==> src/rtl/cla_pkg.sv <==
// Shared definitions for the nibble-serial carry-lookahead adder sequencer.
//   cla_state_e : controller state encoding (IDLE / RUN / DONE)
//   NIB_W       : width of the shared lookahead slice in bits
//   width_ok()  : elaboration-time legality check for the WIDTH parameter
package cla_pkg;

    localparam int NIB_W = 4;

    typedef enum logic [1:0] {
        ST_IDLE = 2'd0,
        ST_RUN  = 2'd1,
        ST_DONE = 2'd2
    } cla_state_e;

    // WIDTH must be a whole, non-zero number of slices.
    function automatic bit width_ok(input int w);
        return (w >= NIB_W) && ((w % NIB_W) == 0);
    endfunction

endpackage

==> src/rtl/cla_seq_ctrl_if.sv <==
// Operand/result handshake bundle for cla_seq_ctrl.
//   in_valid/in_ready, in_a, in_b, in_cin : operand request channel
//   out_valid/out_ready, out_sum, out_cout : result channel
//   busy                                   : controller status
// slave modport is the controller side; master modport is the source/sink side.
interface cla_seq_ctrl_if #(
    parameter int WIDTH = 16
);
    logic             in_valid;
    logic             in_ready;
    logic [WIDTH-1:0] in_a;
    logic [WIDTH-1:0] in_b;
    logic             in_cin;
    logic             out_valid;
    logic             out_ready;
    logic [WIDTH-1:0] out_sum;
    logic             out_cout;
    logic             busy;

    modport slave (
        input  in_valid, in_a, in_b, in_cin, out_ready,
        output in_ready, out_valid, out_sum, out_cout, busy
    );

    modport master (
        output in_valid, in_a, in_b, in_cin, out_ready,
        input  in_ready, out_valid, out_sum, out_cout, busy
    );
endinterface

==> src/rtl/cla_nibble.sv <==
// Purely combinational 4-bit carry-lookahead adder slice.
//   a, b : nibble operands
//   cin  : carry into bit 0
//   s    : nibble sum
//   cout : carry out of bit 3
module cla_nibble (
    input  logic [3:0] a,
    input  logic [3:0] b,
    input  logic       cin,
    output logic [3:0] s,
    output logic       cout
);
    logic [3:0] g;
    logic [3:0] p;
    logic [4:0] c;

    assign g = a & b;
    assign p = a ^ b;

    // Every carry is a flat sum of products of g/p and cin, so no carry
    // depends on a lower carry through a ripple chain.
    assign c[0] = cin;
    assign c[1] = g[0] | (p[0] & cin);
    assign c[2] = g[1] | (p[1] & g[0]) | (p[1] & p[0] & cin);
    assign c[3] = g[2] | (p[2] & g[1]) | (p[2] & p[1] & g[0])
                | (p[2] & p[1] & p[0] & cin);
    assign c[4] = g[3] | (p[3] & g[2]) | (p[3] & p[2] & g[1])
                | (p[3] & p[2] & p[1] & g[0])
                | (p[3] & p[2] & p[1] & p[0] & cin);

    assign s    = p ^ c[3:0];
    assign cout = c[4];
endmodule

==> src/rtl/cla_seq_ctrl.sv <==
// Nibble-serial WIDTH-bit adder: one shared cla_nibble slice processes one
// nibble per clock, LSB first, with the inter-nibble carry held in a register.
//   clk   : rising-edge clock
//   rst_n : asynchronous active-low reset
//   bus   : cla_seq_ctrl_if.slave (operand request, result, busy)
module cla_seq_ctrl
    import cla_pkg::*;
#(
    parameter int WIDTH = 16
) (
    input  logic                clk,
    input  logic                rst_n,
    cla_seq_ctrl_if.slave       bus
);
    localparam int NIB   = WIDTH / NIB_W;
    localparam int IDX_W = (NIB > 1) ? $clog2(NIB) : 1;
    localparam logic [IDX_W-1:0] LAST_IDX = IDX_W'(NIB - 1);

    localparam logic [1:0] S_IDLE = ST_IDLE;
    localparam logic [1:0] S_RUN  = ST_RUN;
    localparam logic [1:0] S_DONE = ST_DONE;

    if (!width_ok(WIDTH)) begin : g_width_chk
        $error("cla_seq_ctrl: WIDTH must be a non-zero multiple of 4");
    end

    logic [1:0]       state_q, state_d;
    logic [IDX_W-1:0] idx_q, idx_d;
    logic             carry_q, carry_d;
    logic [WIDTH-1:0] a_q, a_d;
    logic [WIDTH-1:0] b_q, b_d;
    logic [WIDTH-1:0] sum_q, sum_d;
    logic             cout_q, cout_d;

    // Bit offset of the current nibble: idx * 4.
    logic [IDX_W+1:0] bit_base;
    logic [3:0]       sl_a, sl_b, sl_s;
    logic             sl_cout;

    assign bit_base = {idx_q, 2'b00};
    assign sl_a     = a_q[bit_base +: NIB_W];
    assign sl_b     = b_q[bit_base +: NIB_W];

    cla_nibble u_slice (
        .a    (sl_a),
        .b    (sl_b),
        .cin  (carry_q),
        .s    (sl_s),
        .cout (sl_cout)
    );

    always_comb begin
        state_d = state_q;
        idx_d   = idx_q;
        carry_d = carry_q;
        a_d     = a_q;
        b_d     = b_q;
        sum_d   = sum_q;
        cout_d  = cout_q;
        case (state_q)
            S_IDLE: begin
                if (bus.in_valid) begin
                    a_d     = bus.in_a;
                    b_d     = bus.in_b;
                    carry_d = bus.in_cin;
                    idx_d   = '0;
                    state_d = S_RUN;
                end
            end
            S_RUN: begin
                sum_d[bit_base +: NIB_W] = sl_s;
                carry_d = sl_cout;
                if (idx_q == LAST_IDX) begin
                    cout_d  = sl_cout;
                    idx_d   = '0;
                    state_d = S_DONE;
                end else begin
                    idx_d = idx_q + 1'b1;
                end
            end
            S_DONE: begin
                if (bus.out_ready) begin
                    state_d = S_IDLE;
                end
            end
            default: state_d = S_IDLE;
        endcase
    end

    always_ff @(posedge clk or negedge rst_n) begin
        if (!rst_n) begin
            state_q <= S_IDLE;
            idx_q   <= '0;
            carry_q <= 1'b0;
            a_q     <= '0;
            b_q     <= '0;
            sum_q   <= '0;
            cout_q  <= 1'b0;
        end else begin
            state_q <= state_d;
            idx_q   <= idx_d;
            carry_q <= carry_d;
            a_q     <= a_d;
            b_q     <= b_d;
            sum_q   <= sum_d;
            cout_q  <= cout_d;
        end
    end

    // in_ready is gated by rst_n so the source never sees a ready during reset.
    assign bus.in_ready  = rst_n && (state_q == S_IDLE);
    assign bus.out_valid = (state_q == S_DONE);
    assign bus.busy      = (state_q != S_IDLE);
    assign bus.out_sum   = sum_q;
    assign bus.out_cout  = cout_q;
endmodule

==> src/flat_wrapper.sv <==
// flat-port wrapper written by rule: the top's interface ports become plain ports
module cla_seq_ctrl_flat import cla_pkg::*;
#(
    parameter int WIDTH = 16
)
  (clk, rst_n, bus_in_valid, bus_in_a, bus_in_b, bus_in_cin, bus_out_ready, bus_in_ready, bus_out_valid, bus_out_sum, bus_out_cout, bus_busy);
  cla_seq_ctrl_if #(.WIDTH(WIDTH)) bus_i ();
  input  logic clk;
  input  logic rst_n;
  input wire logic [$bits(bus_i.in_valid)-1:0] bus_in_valid;
  input wire logic [$bits(bus_i.in_a)-1:0] bus_in_a;
  input wire logic [$bits(bus_i.in_b)-1:0] bus_in_b;
  input wire logic [$bits(bus_i.in_cin)-1:0] bus_in_cin;
  input wire logic [$bits(bus_i.out_ready)-1:0] bus_out_ready;
  output wire logic [$bits(bus_i.in_ready)-1:0] bus_in_ready;
  output wire logic [$bits(bus_i.out_valid)-1:0] bus_out_valid;
  output wire logic [$bits(bus_i.out_sum)-1:0] bus_out_sum;
  output wire logic [$bits(bus_i.out_cout)-1:0] bus_out_cout;
  output wire logic [$bits(bus_i.busy)-1:0] bus_busy;
  assign bus_i.in_valid = bus_in_valid;
  assign bus_i.in_a = bus_in_a;
  assign bus_i.in_b = bus_in_b;
  assign bus_i.in_cin = bus_in_cin;
  assign bus_i.out_ready = bus_out_ready;
  assign bus_in_ready = bus_i.in_ready;
  assign bus_out_valid = bus_i.out_valid;
  assign bus_out_sum = bus_i.out_sum;
  assign bus_out_cout = bus_i.out_cout;
  assign bus_busy = bus_i.busy;
  cla_seq_ctrl #(.WIDTH(WIDTH)) u_core (.clk(clk), .rst_n(rst_n), .bus(bus_i));
endmodule
==> config.mk <==
export PLATFORM = sky130hd
export DESIGN_NAME = cla_seq_ctrl_flat
export DESIGN_NICKNAME = d
export VERILOG_FILES = /design/src/rtl/cla_pkg.sv /design/src/rtl/cla_seq_ctrl_if.sv /design/src/rtl/cla_nibble.sv /design/src/rtl/cla_seq_ctrl.sv /design/src/flat_wrapper.sv
export SDC_FILE = /design/constraint.sdc
export NUM_CORES = 1
export LEC_CHECK = 0
export ABC_AREA = 1
export CAP_MARGIN = 20
export CORE_MARGIN = 5
export CORE_UTILIZATION = 40
export DETAILED_ROUTE_END_ITERATION = 10
export GPL_TIMING_DRIVEN = 0
export PLACE_DENSITY = 0.68
export SYNTH_ARGS = -nofsm -noshare
export SYNTH_HDL_FRONTEND = slang
export SYNTH_SLANG_ARGS = --single-unit
==> constraint.sdc <==
create_clock -name clk -period 2.1 [get_ports clk]
set_input_delay 0.63 -clock clk [delete_from_list [all_inputs] [get_ports clk]]
set_output_delay 0.63 -clock clk [all_outputs]
set_load 0.02 [all_outputs]
==> impl_metrics.csv <==
group,metric,value,unit
worst_setup_path,worstPathMaxFanout,7,
worst_setup_path,r2r_slack,-0.03,ns
synth,synth_warnings,0,
status,violations,"setup timing",
synth,synth_seq_area_share,51.1,%
synth,synth_top_area_share,51.1,%
status,run_status,"complete, but fails checks",
clock_network,ctsRootBufferMaster,"clkbuf_8",
global_routing,grt_max_degree,28,
placed_design,io_buffers,56,
global_routing,grt_pass1_wl,10.7,mm
timing,tightest_slew,0.356,ns
detailed_routing,vias_per_cell,4.92,
clock_network,cts_tree,"done",
finish,seq_area,1350,um^2
detailed_routing,first_iter_violations,116,
worst_setup_path,worstSetupPathType,"reg2reg",
detailed_routing,firstDrtPassIters,4,
global_routing,grt_pass1_vias,2256,
clock_network,htreeDepth,2,
global_routing,grt_use_total,15.7,%
detailed_routing,detail-route-antenna-nets,0,
clock_network,insertion_delay,0.30,ns
synth,synth.area.top_cells,"dfrtp_1 (51%), nand2_1 (19%), o21ai_0 (5.7%)",
synth,syn_inst,326,
min_path,hold_path_class,"in2async",
timing,hold_viol,0,
timing,relSlewSlack,76.1,%
finish,nets,455,
timing,worst_slack,-0.0277,ns
timing,slew_viol_final,0,
worst_setup_path,crit_path_top_delay_cell,"dfrtp_2",
clock_network,cts_buffers,5,
pwr,power.leakage,1.87,nW
detailed_routing,routed_wl,6.77,mm
timing,skew,0.00261,ns
flow_run,cap_violations,0,
worst_setup_path,arrival,2.33,ns
global_routing,antenna_found_initial,0,
timing,setup_viol,4,
finish,layout-drive-gt1-share,21.1,%
global_routing,top_usage_layer,"met2",
detailed_routing,drc,0,
clock_network,clock-sinks,54,
floorplanning,dieArea,8340,um^2
worst_setup_path,crit_chain,"inv_4 -> buf_8 -> nor2_2 -> o22ai_2 -> ha_4 -> buf_6 -> buf_4 -> inv_1 -> xor2_1 -> nor2_1 -> nand3_1 -> nand2_1",
clock_network,clock_path_buffers,2,
floorplanning,start_util,41.4,%
finish,antenna_cells,0,
timing,timing.final.crit_period,2.13,ns
synth,synth_fp_nets,375,
synth,ys_types,24,
worst_setup_path,slowest_delay,0.50,ns
finish,fin_util,59.9,%
floorplanning,core,6390,um^2
global_routing,grt_overflow,0,
synth,ys_seq_elements,54,
floorplanning,die_height,91.3,um
timing,whs,0.131,ns
global_routing,use_met1,20.3,%
finish,area_growth,44.6,%
placed_design,dp_slack,-0.747,ns
pwr,ir_drop,946,uV
synth,syn_avg_cell_area,8.12,um^2
worst_setup_path,critPathTopFamily,"buffers and inverters",
finish,nFillCells,548,
placed_design,gp_congestion,0.880,
worst_setup_path,worst_ep_required_time,2.30,ns
timing,rsz0062_at_grt,"yes",
worst_setup_path,cp-end-kind,"flop",
synth,yosys.area.top_type,"dfrtp_1",
placed_design,dp.cells,460,
clock_network,path_clk_slew,0.09,ns
global_routing,met2_usage,25.8,%
detailed_routing,vias,2379,
finish,fin_cells,484,
timing,min_period_over_period,101,%
floorplanning,pin_count,57,
worst_setup_path,r2r_start,"u_core.idx_q[0]",
finish,design_area,3830,um^2
synth,mappedNetlistArea,2650,um^2
global_routing,globalRouteMet3Util,3.55,%
worst_setup_path,path_buf_inv,5,
placed_design,dp_hpwl,4.69,mm
timing,fmax,470,MHz
worst_setup_path,rr_endpoint,"u_core.bus.out_sum[6]",
detailed_routing,wl_per_cell,14.0,um
placed_design,placed_area,3320,um^2
finish,multiInputGateArea,1330,um^2
worst_setup_path,reg2reg_depth,12,
floorplanning,die_w,91.3,um
pwr,powerDensity,1750,nW/um^2
floorplanning,rows,29,
worst_setup_path,start_kind,"flop",
## logic make-up after synthesis
group | share of synthesized area, %
AND/OR/NAND/NOR | 27.3
flip-flops | 51.1
AO/OA/AOI/OAI | 9.36
buffers and inverters | 5.34
adder cells (fa/ha/maj) | 5.96
XOR/XNOR | 0.993
## per-stage QoR
| stage | power (mW) | TNS [ns] |
|---|---|---|
| 2_1_floorplan | 3.92 | 0 |
| 3_3_place_gp | 4.84 | -74.52 |
| 3_5_place_dp | 4.90 | -6.38 |
| 4_1_cts | 5.81 | 0 |
| 5_1_grt | 7.22 | -0.963 |
| 6_report | 6.69 | -0.0746 |
## metal layers
layer | vias up | share of wire [%]
met5 | - | 0
met4 | 0 | 1.7
met3 | 12 | 5.2
met2 | 69 | 50
met1 | 1106 | 44
li1 | 1192 | -
## cell usage after synthesis (all sizes together)
library cell and count:
buf 9, clkbuf 2, o31ai 3, ha 11, nand3 8, o22ai 8, dfrtp 54, nand2 136
inv 23, xnor2 1, nor3 1, nor2 30, nand4 2, o21ai 35, xor2 2, fa 1
## flip-flops by register name, summed over array words and instances, names as in the netlist
register,count
u_core.carry_q,1
u_core.idx_q,2
u_core.bus.out_sum,16
u_core.state_q,2
u_core.bus.out_cout,1
u_core.b_q,16
u_core.a_q,16
## power by group
group | total (mW) | switching (mW) | leakage, nW | internal (mW)
logic | 4.25 | 2.34 | 1.13 | 1.91
clock network | 0.589 | 0.322 | 0.0482 | 0.267
registers | 1.86 | 0.371 | 0.689 | 1.49
## cell usage in the layout, fill, tap and decap left out, types with 2 or more instances in the layout
cell	netlist	final
ha_4	0	3
dfrtp_2	0	2
nand2_2	4	5
nor2_2	2	12
o31ai_1	3	3
buf_4	1	11
dfrtp_1	54	52
o21ai_0	30	21
xor2_1	2	2
buf_8	0	2
nor2_4	2	4
nor2_1	26	14
o21ai_1	5	8
o22ai_1	8	2
inv_1	18	17
nand3_1	7	5
buf_6	0	3
o22ai_4	0	2
clkbuf_8	0	6
ha_1	11	7
o21ai_2	0	5
inv_4	0	2
buf_12	0	2
nand2_1	132	131
nand3_2	1	3
inv_2	5	4
clkdlybuf4s50_1	0	52
buf_2	8	8
o22ai_2	0	4
## worst max path at each step
stage | startpoint | endpoint | cells after the start
after floorplan | u_core.idx_q[1] | u_core.bus.out_sum[14] | 11
after global placement | rst_n | bus_in_ready | 4
after detailed placement | rst_n | bus_in_ready | 5
after CTS | u_core.state_q[0] | bus_busy | 3
after global routing | u_core.idx_q[0] | u_core.bus.out_sum[15] | 15
final | u_core.idx_q[0] | u_core.bus.out_sum[6] | 12
## layout make-up
| cell class | count | share of cell area (%) |
|---|---|---|
| flip-flops and latches | 54 | 35.4 |
| plain buffers | 10 | 1.99 |
| multi-input cells | 238 | 34.7 |
| clock inverters | 1 | 0.131 |
| inverters | 23 | 2.39 |
| repair buffers | 74 | 20.6 |
| well taps | 77 | 2.52 |
| clock buffers | 7 | 2.26 |
## what timing repair did
action,4_1_cts,5_1_grt
cloned,1,2
hold buffers,0,0
setup buffers,6,8
pin swaps,6,23
resized for setup,26,45
setup endpoints to repair,20,14
Power figures use the tool's default switching activity.
